$ cat config.mk
export PLATFORM = sky130hd
export DESIGN_NAME = mul_dispatch
export DESIGN_NICKNAME = d
export VERILOG_FILES = /design/src/rtl/mul_pkg.sv /design/src/rtl/mul_op_fifo.sv /design/src/rtl/mul_dispatch.sv
export SDC_FILE = /design/constraint.sdc
export NUM_CORES = 1
export LEC_CHECK = 0
export CAP_MARGIN = 10
export CORE_ASPECT_RATIO = 2
export CORE_MARGIN = 2
export CORE_UTILIZATION = 38
export CTS_CLUSTER_DIAMETER = 150
export DETAILED_ROUTE_END_ITERATION = 7
export GPL_TIMING_DRIVEN = 0
export PLACE_DENSITY = 0.71
export REMOVE_ABC_BUFFERS = 1
export SETUP_SLACK_MARGIN = 0.05
export SLEW_MARGIN = 15
export SYNTH_ARGS = -nofsm -noshare
export SYNTH_HDL_FRONTEND = slang
export SYNTH_HIERARCHICAL = 1
export SYNTH_SLANG_ARGS = --single-unit
$ cat constraint.sdc
create_clock -name clk -period 8.2 [get_ports clk]
set_input_delay 2.05 -clock clk [delete_from_list [all_inputs] [get_ports clk]]
set_output_delay 2.05 -clock clk [all_outputs]
set_load 0.005 [all_outputs]
$ cat src/rtl/mul_pkg.sv
// Shared types and defaults for the multiplier dispatch block.
package mul_pkg;

    localparam int unsigned MUL_W     = 8;
    localparam int unsigned MUL_DEPTH = 4;
    localparam int unsigned MUL_LAT   = 8;

    typedef enum logic [1:0] {
        ST_IDLE = 2'd0,
        ST_LOAD = 2'd1,
        ST_WAIT = 2'd2,
        ST_HOLD = 2'd3
    } state_e;

    function automatic int unsigned cnt_width(input int unsigned lat);
        return (lat > 1) ? $clog2(lat) : 1;
    endfunction

    localparam int unsigned MUL_CNT_W = cnt_width(MUL_LAT);

endpackage

$ cat src/rtl/mul_op_fifo.sv
// Operand-pair FIFO; count carries an extra MSB so full and empty differ.
module mul_op_fifo
    import mul_pkg::*;
#(
    parameter int unsigned DW    = 2 * MUL_W,
    parameter int unsigned DEPTH = MUL_DEPTH
) (
    input  logic          clk,
    input  logic          reset,
    input  logic          push_i,
    input  logic [DW-1:0] data_i,
    input  logic          pop_i,
    output logic [DW-1:0] head_o,
    output logic          full_o,
    output logic          empty_o
);

    localparam int unsigned AW = $clog2(DEPTH);

    logic [DW-1:0] mem_q [DEPTH];
    logic [AW-1:0] wr_q, rd_q;
    logic [AW:0]   cnt_q;
    logic          do_push, do_pop;

    assign full_o  = (cnt_q == (AW+1)'(DEPTH));
    assign empty_o = (cnt_q == '0);
    assign do_push = push_i && !full_o;
    assign do_pop  = pop_i && !empty_o;
    assign head_o  = mem_q[rd_q];

    always_ff @(posedge clk) begin
        if (do_push) mem_q[wr_q] <= data_i;
    end

    always_ff @(posedge clk) begin
        if (reset) begin
            wr_q  <= '0;
            rd_q  <= '0;
            cnt_q <= '0;
        end else begin
            if (do_push) wr_q <= wr_q + AW'(1);
            if (do_pop)  rd_q <= rd_q + AW'(1);
            unique case ({do_push, do_pop})
                2'b10:   cnt_q <= cnt_q + (AW+1)'(1);
                2'b01:   cnt_q <= cnt_q - (AW+1)'(1);
                default: cnt_q <= cnt_q;
            endcase
        end
    end

endmodule

$ cat src/rtl/mul_dispatch.sv
// Feeds queued operand pairs to seq_mul and returns products in order.
module mul_dispatch
    import mul_pkg::*;
#(
    parameter int unsigned W           = MUL_W,
    parameter int unsigned DEPTH       = MUL_DEPTH,
    parameter int unsigned MUL_LATENCY = MUL_LAT
) (
    input  logic           clk,
    input  logic           reset,
    input  logic           in_valid,
    output logic           in_ready,
    input  logic [W-1:0]   in_a,
    input  logic [W-1:0]   in_b,
    output logic           mul_write,
    output logic [W-1:0]   mul_a,
    output logic [W-1:0]   mul_b,
    input  logic [2*W-1:0] mul_prod,
    output logic           out_valid,
    input  logic           out_ready,
    output logic [2*W-1:0] out_prod,
    output logic           busy
);

    localparam int unsigned CW = cnt_width(MUL_LATENCY);

    state_e         state_q, state_d;
    logic [CW-1:0]  cnt_q, cnt_d;
    logic [W-1:0]   a_q, a_d, b_q, b_d;
    logic           ov_q, ov_d;
    logic [2*W-1:0] prod_q, prod_d;
    logic [2*W-1:0] head;
    logic           full, empty, pop;

    mul_op_fifo #(.DW(2*W), .DEPTH(DEPTH)) u_fifo (
        .clk    (clk),
        .reset  (reset),
        .push_i (in_valid),
        .data_i ({in_a, in_b}),
        .pop_i  (pop),
        .head_o (head),
        .full_o (full),
        .empty_o(empty)
    );

    assign in_ready  = !full;
    assign mul_a     = a_q;
    assign mul_b     = b_q;
    assign out_valid = ov_q;
    assign out_prod  = prod_q;
    assign busy      = (state_q != ST_IDLE) || !empty;

    always_comb begin
        state_d   = state_q;
        cnt_d     = cnt_q;
        a_d       = a_q;
        b_d       = b_q;
        ov_d      = ov_q;
        prod_d    = prod_q;
        pop       = 1'b0;
        mul_write = 1'b0;
        unique case (state_q)
            ST_IDLE: begin
                if (!empty) begin
                    pop      = 1'b1;
                    {a_d, b_d} = head;
                    state_d  = ST_LOAD;
                end
            end
            ST_LOAD: begin
                mul_write = 1'b1;
                cnt_d     = '0;
                state_d   = ST_WAIT;
            end
            ST_WAIT: begin
                cnt_d = cnt_q + CW'(1);
                if (cnt_q == CW'(MUL_LATENCY - 1)) begin
                    prod_d  = mul_prod;
                    ov_d    = 1'b1;
                    state_d = ST_HOLD;
                end
            end
            ST_HOLD: begin
                if (out_ready) begin
                    ov_d = 1'b0;
                    if (!empty) begin
                        pop      = 1'b1;
                        {a_d, b_d} = head;
                        state_d  = ST_LOAD;
                    end else begin
                        state_d = ST_IDLE;
                    end
                end
            end
            default: state_d = ST_IDLE;
        endcase
    end

    always_ff @(posedge clk) begin
        if (reset) begin
            state_q <= ST_IDLE;
            cnt_q   <= '0;
            a_q     <= '0;
            b_q     <= '0;
            ov_q    <= 1'b0;
            prod_q  <= '0;
        end else begin
            state_q <= state_d;
            cnt_q   <= cnt_d;
            a_q     <= a_d;
            b_q     <= b_d;
            ov_q    <= ov_d;
            prod_q  <= prod_d;
        end
    end

endmodule

==> results by group, run 1 <==
Die
  • Initial core utilization: between 30% and 40%
  • Die W: ~80 um
  • Die extent in y: roughly 160 um
  • Core Area: between 10000 and 15000 um^2
  • Rows: 55
  • Die area: 12500 um^2
  • I/O pins: 72

Synth
  • Synthesized area per cell: approximately 13 um^2
  • Asr flop ratio synth: 0%
  • Synth top area share: 43.6%
  • Synth Register Bits: 111
  • Top post-synthesis cells by count: edfxtp_1, dfxtp_1, a21oi_1
  • Ys flop type: edfxtp_1
  • Synth area leaders: edfxtp_1, dfxtp_1, mux4_2
  • Number of flops mapped to enable cells by yosys: 64
  • Yosys top cell by area: edfxtp_1
  • Synth Warn #: 6
  • Cell area after synthesis: between 4000 and 5000 um^2
  • Library cells used by synthesis: 40
  • Sequential area share after synthesis: between 60% and 70%
  • Syn Inst Count: around 330
  • Count leader, synth: edfxtp_1

Detailed routing
  • Vias: about 2700
  • Drt pass-1 iters: 4
  • Remaining antenna violation count: 0
  • Top Layer Used: met4
  • Wirelength per Cell: between 15 and 20 um
  • Wl on met1: 3.24 mm
  • Drt total wl: between 8 and 9 mm
  • Vias per inst: approximately 5.0
  • DRC viols: 0
  • Met2 WL: around 4.5 mm
  • Iteration-0 DRC Markers: roughly 150
  • Met3 WL post-DR: roughly 400 um

Setup path
  • WS Path Type: reg -> out
  • CP endpoint kind: primary output
  • Register-to-register setup slack: roughly 5.1 ns
  • Cell count of the worst reg-to-reg path: 12
  • Crit-path max FO: 6
  • WP data arrival: 2.09 ns
  • Setup crit start kind: flip-flop
  • Crit Reg-Reg Endpoint: u_fifo/cnt_q[2]$_SDFFE_PP0P_
  • FF-to-FF Start: state_q[0]$_SDFFE_PP0P_
  • Worst Path Required: ~6.2 ns

Layout
  • Area of the multi-input gates: 1360 um^2
  • Synth-to-Final Area Change: 24.5%
  • Fraction of layout cells with a size suffix above 1: 7.30%
  • Nets: between 400 and 500
  • Fillcell total: 987
  • Ant diodes: 0
  • Storage element area: between 2000 and 3000 um^2
  • Post-route cell area: between 5000 and 6000 um^2

Job
  • Max-Cap Viols: 0

Timing
  • Final period util: 50.5%
  • Max-slew violations: 0
  • Setup TNS: 0 ns
  • Max_slew headroom: about a third
  • RSZ-0062 raised after global routing: false
  • Max Fclk: 0.242 GHz
  • Fin. Hold Viols: 0
  • Clk_skew: slightly below 0.008 ns
  • Min cycle time layout: between 4 and 5 ns
  • Setup-failing EPs final: 0
  • Pin slew with the least headroom to its limit: slightly above 1 ns

Status
  • Status: finished clean

Worst hold path
  • Hold EP: out_prod[11]$_SDFFE_PP0P_
  • Hold path start: out_prod[11]$_SDFFE_PP0P_
  • HP Class: reg -> reg
  • Hold path depth: 2

Placement
  • RePlAce Congestion: between 0.7 and 0.8
  • I/O Buffers: 71
  • Dpl hpwl: roughly 5.7 mm
  • Post-DP Area: approximately 5200 um^2

GRT
  • First-pass GRT wire length: 13.3 mm
  • GR Util All Layers: 14.1%
  • Largest net degree at the start of global routing: 44
  • Initial antenna violation count: 0
  • Vias in the first global route: roughly 2700
  • Total gr overflow: 0

Clock network
  • CTS tree: done
  • CTS sink count: about 110
  • Cts bufs inserted: 9
  • Worst-path clk slew: 0.07 ns
  • Hold Buf Count CTS: 0
  • Root Driver: clkbuf_16
  • # resized after CTS: 0
  • Post-CTS Setup Bufs: 0
  • H-tree depth: 3
  • Clock Tree Buf Depth: 2
  • Worst-Skew Late Latency: ~0.34 ns

Power and ir drop
  • Pwr dens: just under 300 nW/um^2
  • Maximum VDD drop: around 130 uV
  • Final Power: ~1.6 mW
  • Leak pwr: around 1.8 nW
==> per-stage QoR <==
stage | instances | hold slack, ns | utilization, % | setup slack, ns
after global placement | 522 | 0.444 | 45.7 | 3.89
after CTS | 539 | 0.457 | 48.6 | 4.02
after detailed placement | 523 | 0.447 | 45.8 | 3.89
after global routing | 539 | 0.477 | 48.6 | 3.92
final | 539 | 0.453 | 48.6 | 4.06
after floorplan | 309 | 0.444 | - | 4.63
==> area by class of cell <==
| cell class | count | share of cell area, % |
|---|---|---|
| sequential | 111 | 52.2 |
| clock buffer | 10 | 4.17 |
| inverter | 12 | 0.821 |
| tap | 142 | 3.24 |
| multi-input combinational | 186 | 24.8 |
| timing repair buffer | 72 | 13.2 |
| clock inverter | 6 | 1.53 |
==> routing by layer <==
| metal | vias to the layer above | track usage, % |
|---|---|---|
| li1 | 1320 | - |
| met1 | 1317 | 15.3 |
| met2 | 65 | 25.4 |
| met3 | 12 | 2.77 |
| met4 | 0 | 6.94 |
| met5 | - | 0 |
==> kinds of logic (layout without fill, tap and decap cells) <==
kind of cell    after synthesis  after routing  synth area share (%)
xor+xnor                      3              3                 0.596
mux                          17             17                  8.92
simple gates                 86             86                  9.43
compound gates               67             67                  8.12
flops                       111            111                  65.0
buf+inv                      31            100                  4.12
fa+ha+maj                    13             13                  3.86
==> how the worst max path moves through the flow <==
stage                                  from                            to  cells past startpoint
2_1_floorplan                     out_ready  u_fifo/cnt_q[2]$_SDFFE_PP0P_                     10
3_3_place_gp                      out_ready  u_fifo/cnt_q[2]$_SDFFE_PP0P_                     11
3_5_place_dp                      out_ready  u_fifo/cnt_q[2]$_SDFFE_PP0P_                     11
4_1_cts        u_fifo/cnt_q[0]$_SDFFE_PP0P_                          busy                      3
5_1_grt        u_fifo/cnt_q[1]$_SDFFE_PP0P_                          busy                      3
6_report       u_fifo/cnt_q[1]$_SDFFE_PP0P_                          busy                      3
==> flip-flops by register name, indices dropped and copies added (netlist names), named ones only <==
signal        cells
u_fifo/rd_q       2
mul_b             8
out_prod         16
u_fifo/wr_q       2
out_valid         1
state_q           2
cnt_q             3
u_fifo/mem_q     64
mul_a             8
u_fifo/cnt_q      3
==> layout by cell type, fill, tap and decap left out, drive strengths merged <==
master,synthesis,final
bufinv,0,2
clkdlybuf4s50,0,70
dfxtp,47,47
edfxtp,64,64
or3,3,3
o211ai,1,1
nor2,8,8
a21oi,42,42
nor3b,1,1
mux4,16,16
nand2,38,38
and3,1,1
a31o,1,1
and2b,1,1
o2111ai,1,1
mux2i,1,1
xor2,3,3
nor3,1,1
clkinv,0,2
a211oi,1,1
ha,12,12
clkbuf,5,10
and2,5,5
inv,12,13
nand3,18,18
o21ai,19,19
clkinvlp,0,1
nand3b,1,1
nand2b,7,7
or2,1,1
a221oi,1,1
o31ai,1,1
buf,14,2
fa,1,1
nand4,1,1
==> worst max-delay path, cell delays in order (launching register included) <==
cell and delay, ns:
dfxtp_1 0.36, nor3_1 0.61, nand2_1 0.26, clkdlybuf4s50_1 0.52
==> report_power, final <==
part	total (mW)	switching [mW]	internal, mW
logic	0.416	0.206	0.211
clock network	0.450	0.184	0.267
registers	0.722	0.0564	0.666
(Power assumes the default switching activity.)
==> run 2, diff against run 1 <==
==> constraint.sdc (replaced) <==
create_clock -name clk -period 3.9 [get_ports clk]
set_input_delay 0.975 -clock clk [delete_from_list [all_inputs] [get_ports clk]]
set_output_delay 0.975 -clock clk [all_outputs]
set_load 0.005 [all_outputs]
==> results of run 2 <==
The final DEF is identical to that of run 1. Status: finished clean.
Main changes from that run: setup slack after placement 3.89 ns -> 0.662 ns; setup slack after layout 4.06 ns -> 0.756 ns; start point of the critical path u_fifo/cnt_q[1]$_SDFFE_PP0P_ -> state_q[0]$_SDFFE_PP0P_; end point of the critical path busy -> u_fifo/cnt_q[2]$_SDFFE_PP0P_; register-to-register setup slack 5.06 ns -> 0.76 ns; total power 1.59 mW -> 3.34 mW; worst IR drop on VDD 126 uV -> 266 uV
==> RTL change 1 (config.mk and constraints of run 2) <==
Set the package constant `MUL_LAT` to 16 (it was 8).
--- a/src/rtl/mul_pkg.sv
+++ b/src/rtl/mul_pkg.sv
@@ -5,3 +5,3 @@
     localparam int unsigned MUL_DEPTH = 4;
-    localparam int unsigned MUL_LAT   = 8;
+    localparam int unsigned MUL_LAT   = 16;
 
Check against the original RTL: same outputs for any inputs over 10 cycles, from zero or initial values and one cycle with reset high; that may be too few to reach the edited logic, so the function may still have changed.
==> RTL change 1 against run 2 <==
- area after synthesis grew 3.6%
- total power grew 2.6%
- setup slack lost 0.12 ns
- sequential cell count grew 1
- routed wire length grew 3.7%
- design area grew 2.8%
- combinational power grew 6.6%
- global-route usage is essentially flat
- count of clock-buffer cells in the layout is the same
- critical endpoint unchanged
==> RTL change 1: results <==
[grt]
met3_usage_pct = 2.438
grt_use_met2_pct = 25.00
grt_first_pass_wirelength_um = 13700
grt_usage_pct = 14.06
antenna_found_initial = 0
met1_usage_pct = 15.20
grt_max_degree = 40

[logic_synthesis]
ys_seq_area_share_pct = 63.14
synth_common_cells = edfxtp_1 (64), dfxtp_1 (48), a21oi_1 (32), nand2_1 (31), nand3_1 (19)
ys_types = 42
async_reset_ff_share_pct = 0
yosysWarnings = 6
netlist_top_cells_area = edfxtp_1 (42%), dfxtp_1 (21%), mux4_2 (4.9%), a21oi_1 (3.5%), mux4_1 (3.5%)
synth-edff-count = 64

[detailed_routing]
drt_iter0_markers = 168
first_pass_iters = 4
num_vias = 2752
drt-total-wl_um = 8609

[worst_hold_path]
holdPathEnd = out_prod[14]$_SDFFE_PP0P_
worstHoldStart = out_prod[14]$_SDFFE_PP0P_
hp-class = flop to flop
holdPathStages = 2

[status]
status = finished clean

[sta]
tightest_slew_ns = 0.9889
fin_skew_ns = 0.01098
holdWs_ns = 0.4637
slew_violations = 0

[worst_setup_path]
r2r_slack_ns = 0.64
cp_top_family = simple AND/OR/NAND/NOR gates
rr_startpoint = state_q[0]$_SDFFE_PP0P_
arrival_ns = 3.55
critPathMaxStageDelay_ns = 0.50
cp_max_fo = 17
crit_slowest_cell = or2_1
worstReg2RegEnd = u_fifo/cnt_q[2]$_SDFFE_PP0P_
reg2regPathDepth = 12

[clocking]
insertion_delay_ns = 0.35
cts_setup_buffers = 0
root_buffer = clkbuf_16
cts.clk_slew.worst_paths_ns = 0.08
numCtsBuffers = 9
cts_resized = 0
cts_buffer_depth = 2
htree_levels = 3

[pwr]
leakage_nw = 1.882
vdd_drop_max_mv = 0.3289

[placed_design]
io_buffers = 71
place_congestion = 0.7507
postPlaceCellArea_um2 = 5313
dp_hpwl_um = 6042

[final_layout]
drive_above_1_share_pct = 13.09
largest_reg_flops = 64
regMostFlops = u_fifo/mem_q
antennaDiodeCount = 0
nets = 448
RTL change 1: changes by cell type after synthesis, moves of 4 or more:
cell / run 2 / this run
nand2_1: 38 / 31
a21oi_2: 0 / 10
a21oi_1: 42 / 32
clkbuf_1: 5 / 1
nand2b_1: 7 / 3
nand2_2: 0 / 10
RTL change 1: cells by family (layout without fill, tap and decap cells):
kind of cell               after synthesis  in the layout  synth area share [%]
AOI/OAI and AO/OA                       67             67                 8.742
xor gates and xnor gates                 3              3                0.5756
adders and majority gates               12             12                 3.453
buffers and inverters                   34            102                 4.659
DFF                                    112            112                 63.14
muxes                                   19             19                 9.044
and+or+nand+nor                         90             90                 10.39
RTL change 1: per-layer routing:
| layer | vias up | part of all wire (%) |
|---|---|---|
| li1 | 1352 | - |
| met1 | 1325 | 37 |
| met2 | 65 | 56 |
| met3 | 10 | 4.5 |
| met4 | 0 | 1.9 |
| met5 | - | 0 |
RTL change 1: tightest hold or removal path, cell delays in order, from the launching register on:
cell and delay (ns):
dfxtp_1 0.32, nand2_1 0.05, a21oi_1 0.05
RTL change 1: final cells by class:
class,count,area [um2]
inverter,14,52.55
multi-input combinational,191,1470
fill,972,6063
sequential,112,2883
clock buffer,10,250.2
timing repair buffer,72,725.7
clock inverter,6,75.07
tap,145,181.4
RTL change 1: where the power goes:
group	internal, mW	switching (mW)
Clock	0.496	0.449
Sequential	1.42	0.134
Combinational	0.471	0.462
Total	2.38	1.04
RTL change 1: how the worst max path moves through the flow:
stage | from | endpoint | slack, ns | cells after the start
global route | state_q[0]$_SDFFE_PP0P_ | u_fifo/cnt_q[2]$_SDFFE_PP0P_ | 0.44 | 12
finish | state_q[0]$_SDFFE_PP0P_ | u_fifo/cnt_q[2]$_SDFFE_PP0P_ | 0.64 | 12
global placement | reset | cnt_q[3]$_SDFFE_PP0P_ | 0.17 | 4
CTS | state_q[0]$_SDFFE_PP0P_ | u_fifo/cnt_q[2]$_SDFFE_PP0P_ | 0.64 | 12
floorplan | state_q[0]$_SDFFE_PP0P_ | u_fifo/cnt_q[2]$_SDFFE_PP0P_ | 1.12 | 12
detailed placement | out_ready | u_fifo/cnt_q[2]$_SDFFE_PP0P_ | 0.62 | 11
RTL change 1: through the flow:
step | total power [mW] | std cells | worst slack [ns]
floorplan | 2.095 | 317 | 1.117
global placement | 2.483 | 533 | 0.1693
detailed placement | 2.517 | 534 | 0.6166
CTS | 3.464 | 550 | 0.6385
global route | 3.620 | 550 | 0.4399
finish | 3.427 | 550 | 0.6395
==> RTL change 2 (config.mk and constraints of run 2) <==
Without the edit above. Reset style: asynchronous (`reset`), changed in 2 clocked blocks.
--- a/src/rtl/mul_op_fifo.sv
+++ b/src/rtl/mul_op_fifo.sv
@@ -34,3 +34,3 @@
 
-    always_ff @(posedge clk) begin
+    always_ff @(posedge clk or posedge reset) begin
         if (reset) begin
--- a/src/rtl/mul_dispatch.sv
+++ b/src/rtl/mul_dispatch.sv
@@ -98,3 +98,3 @@
 
-    always_ff @(posedge clk) begin
+    always_ff @(posedge clk or posedge reset) begin
         if (reset) begin
Formal check against the unedited RTL: differs if reset is asserted again (counterexample within 4 cycles, from zero or initial values and one cycle with reset high); with reset held inactive, the same outputs for 10 cycles.
==> RTL change 2 against run 2 <==
- die area is 0.80% higher
- total power increased by 23%
- design area increased by 1.9%
- count of clock-buffer cells in the layout is 1 lower
- area after synthesis is 0.82% higher
- routed wire length is 8.4% lower
- setup slack improved by 0.15 ns
- hold slack better by 0.051 ns
- first-iteration DRC count is 56% lower
- sequential cell count fell by 2
- clock power up 2%
- sequential power up 16%
- register-to-register slack gained 0.60 ns
- critical path type is now flop to output port
- largest power group unchanged
==> RTL change 2: results <==
[grt]
grt_pass1_vias = 2374
grt_first_pass_wirelength_um = 11990
met3_usage_pct = 3.440
grt_max_degree = 31
grt_use_met2_pct = 25.48
met1_usage_pct = 12.48
grt_usage_pct = 13.21

[final_layout]
multi_input_comb_area_um2 = 1259
sh_seq_area_pct = 54.52
fillCellCount = 949
signal_buffers = 72
n_all_inverters = 14
nets = 358
bufAreaShareNonClock_pct = 13.07
drive_above_1_share_pct = 21.34
clk_share_pct = 5.774

[logic_synthesis]
ys_types = 35
synth_compound_area_share_pct = 1.239
ys_seq_area_share_pct = 68.60
yosys-mux-area-fraction_pct = 18.70
netlist_top_cells_area = edfxtp_1 (43%), dfrtp_1 (25%), mux2_2 (6.1%), mux4_1 (4.7%), mux4_2 (4.1%)
async_reset_ff_share_pct = 41.28
synth_fa_ha_area_share_pct = 3.830
synth_common_cells = edfxtp_1 (64), dfrtp_1 (45), mux2_2 (24), inv_1 (14), ha_1 (12)
yosys_register_bits = 109
synthXorXnorAreaFrac_pct = 1.183

[sta]
holdWs_ns = 0.5037
slew_headroom_pct = 28.17

[worst_hold_path]
holdPathEnd = out_prod[10]$_DFFE_PP0P_
worstHoldStart = out_prod[10]$_DFFE_PP0P_
holdPathStages = 1

[detailed_routing]
drt-total-wl_um = 7600
drt-met1-wl_um = 2715
dr_wl_met2_um = 4376
num_vias = 2224
drt_iter0_markers = 64
dr_wl_met3_um = 359

[worst_setup_path]
worstSetupEndpoint = busy
arrival_ns = 2.02
critPathMaxStageDelay_ns = 0.54
crit_start = u_fifo/cnt_q[0]$_DFFE_PP0P_
crit_slowest_cell = nor3_1
reg2regPathDepth = 10
r2r_slack_ns = 1.36
cp_max_fo = 5

[pwr]
vdd_drop_max_mv = 0.3891
pwr-share-clk_pct = 23.5
leakage_nw = 2.148
pg_comb_mw = 1.37

[clocking]
insertion_delay_ns = 0.34

[placed_design]
place_congestion = 0.6621
dp_hpwl_um = 5126

[status]
status = finished clean
RTL change 2: changes by cell type after synthesis, moves of 15 or more:
cell     before  now
nand2_1      38    4
dfxtp_1      47    0
a21oi_1      42    2
mux2_2        0   24
nand3_1      18    3
dfrtp_1       0   45
RTL change 2: metrics by stage:
step	area, um2	total power, mW	std cells	worst slack [ns]
after global placement	5248	3.135	439	0.8175
after floorplan	4359	2.658	226	1.505
after detailed placement	5268	3.191	440	0.7790
after global routing	5590	4.344	456	0.7906
after CTS	5590	4.176	456	0.8939
final	5590	4.095	456	0.9069
RTL change 2: worst reg2reg max path, cell delays in order, from the launching register on:
cell     delay, ns
dfrtp_1       0.41
inv_1         0.11
ha_1          0.41
nor3_1        0.21
o31a_1        0.24
ha_1          0.21
inv_1         0.06
fa_1          0.37
xor2_1        0.15
nor2_1        0.15
xor2_1        0.16
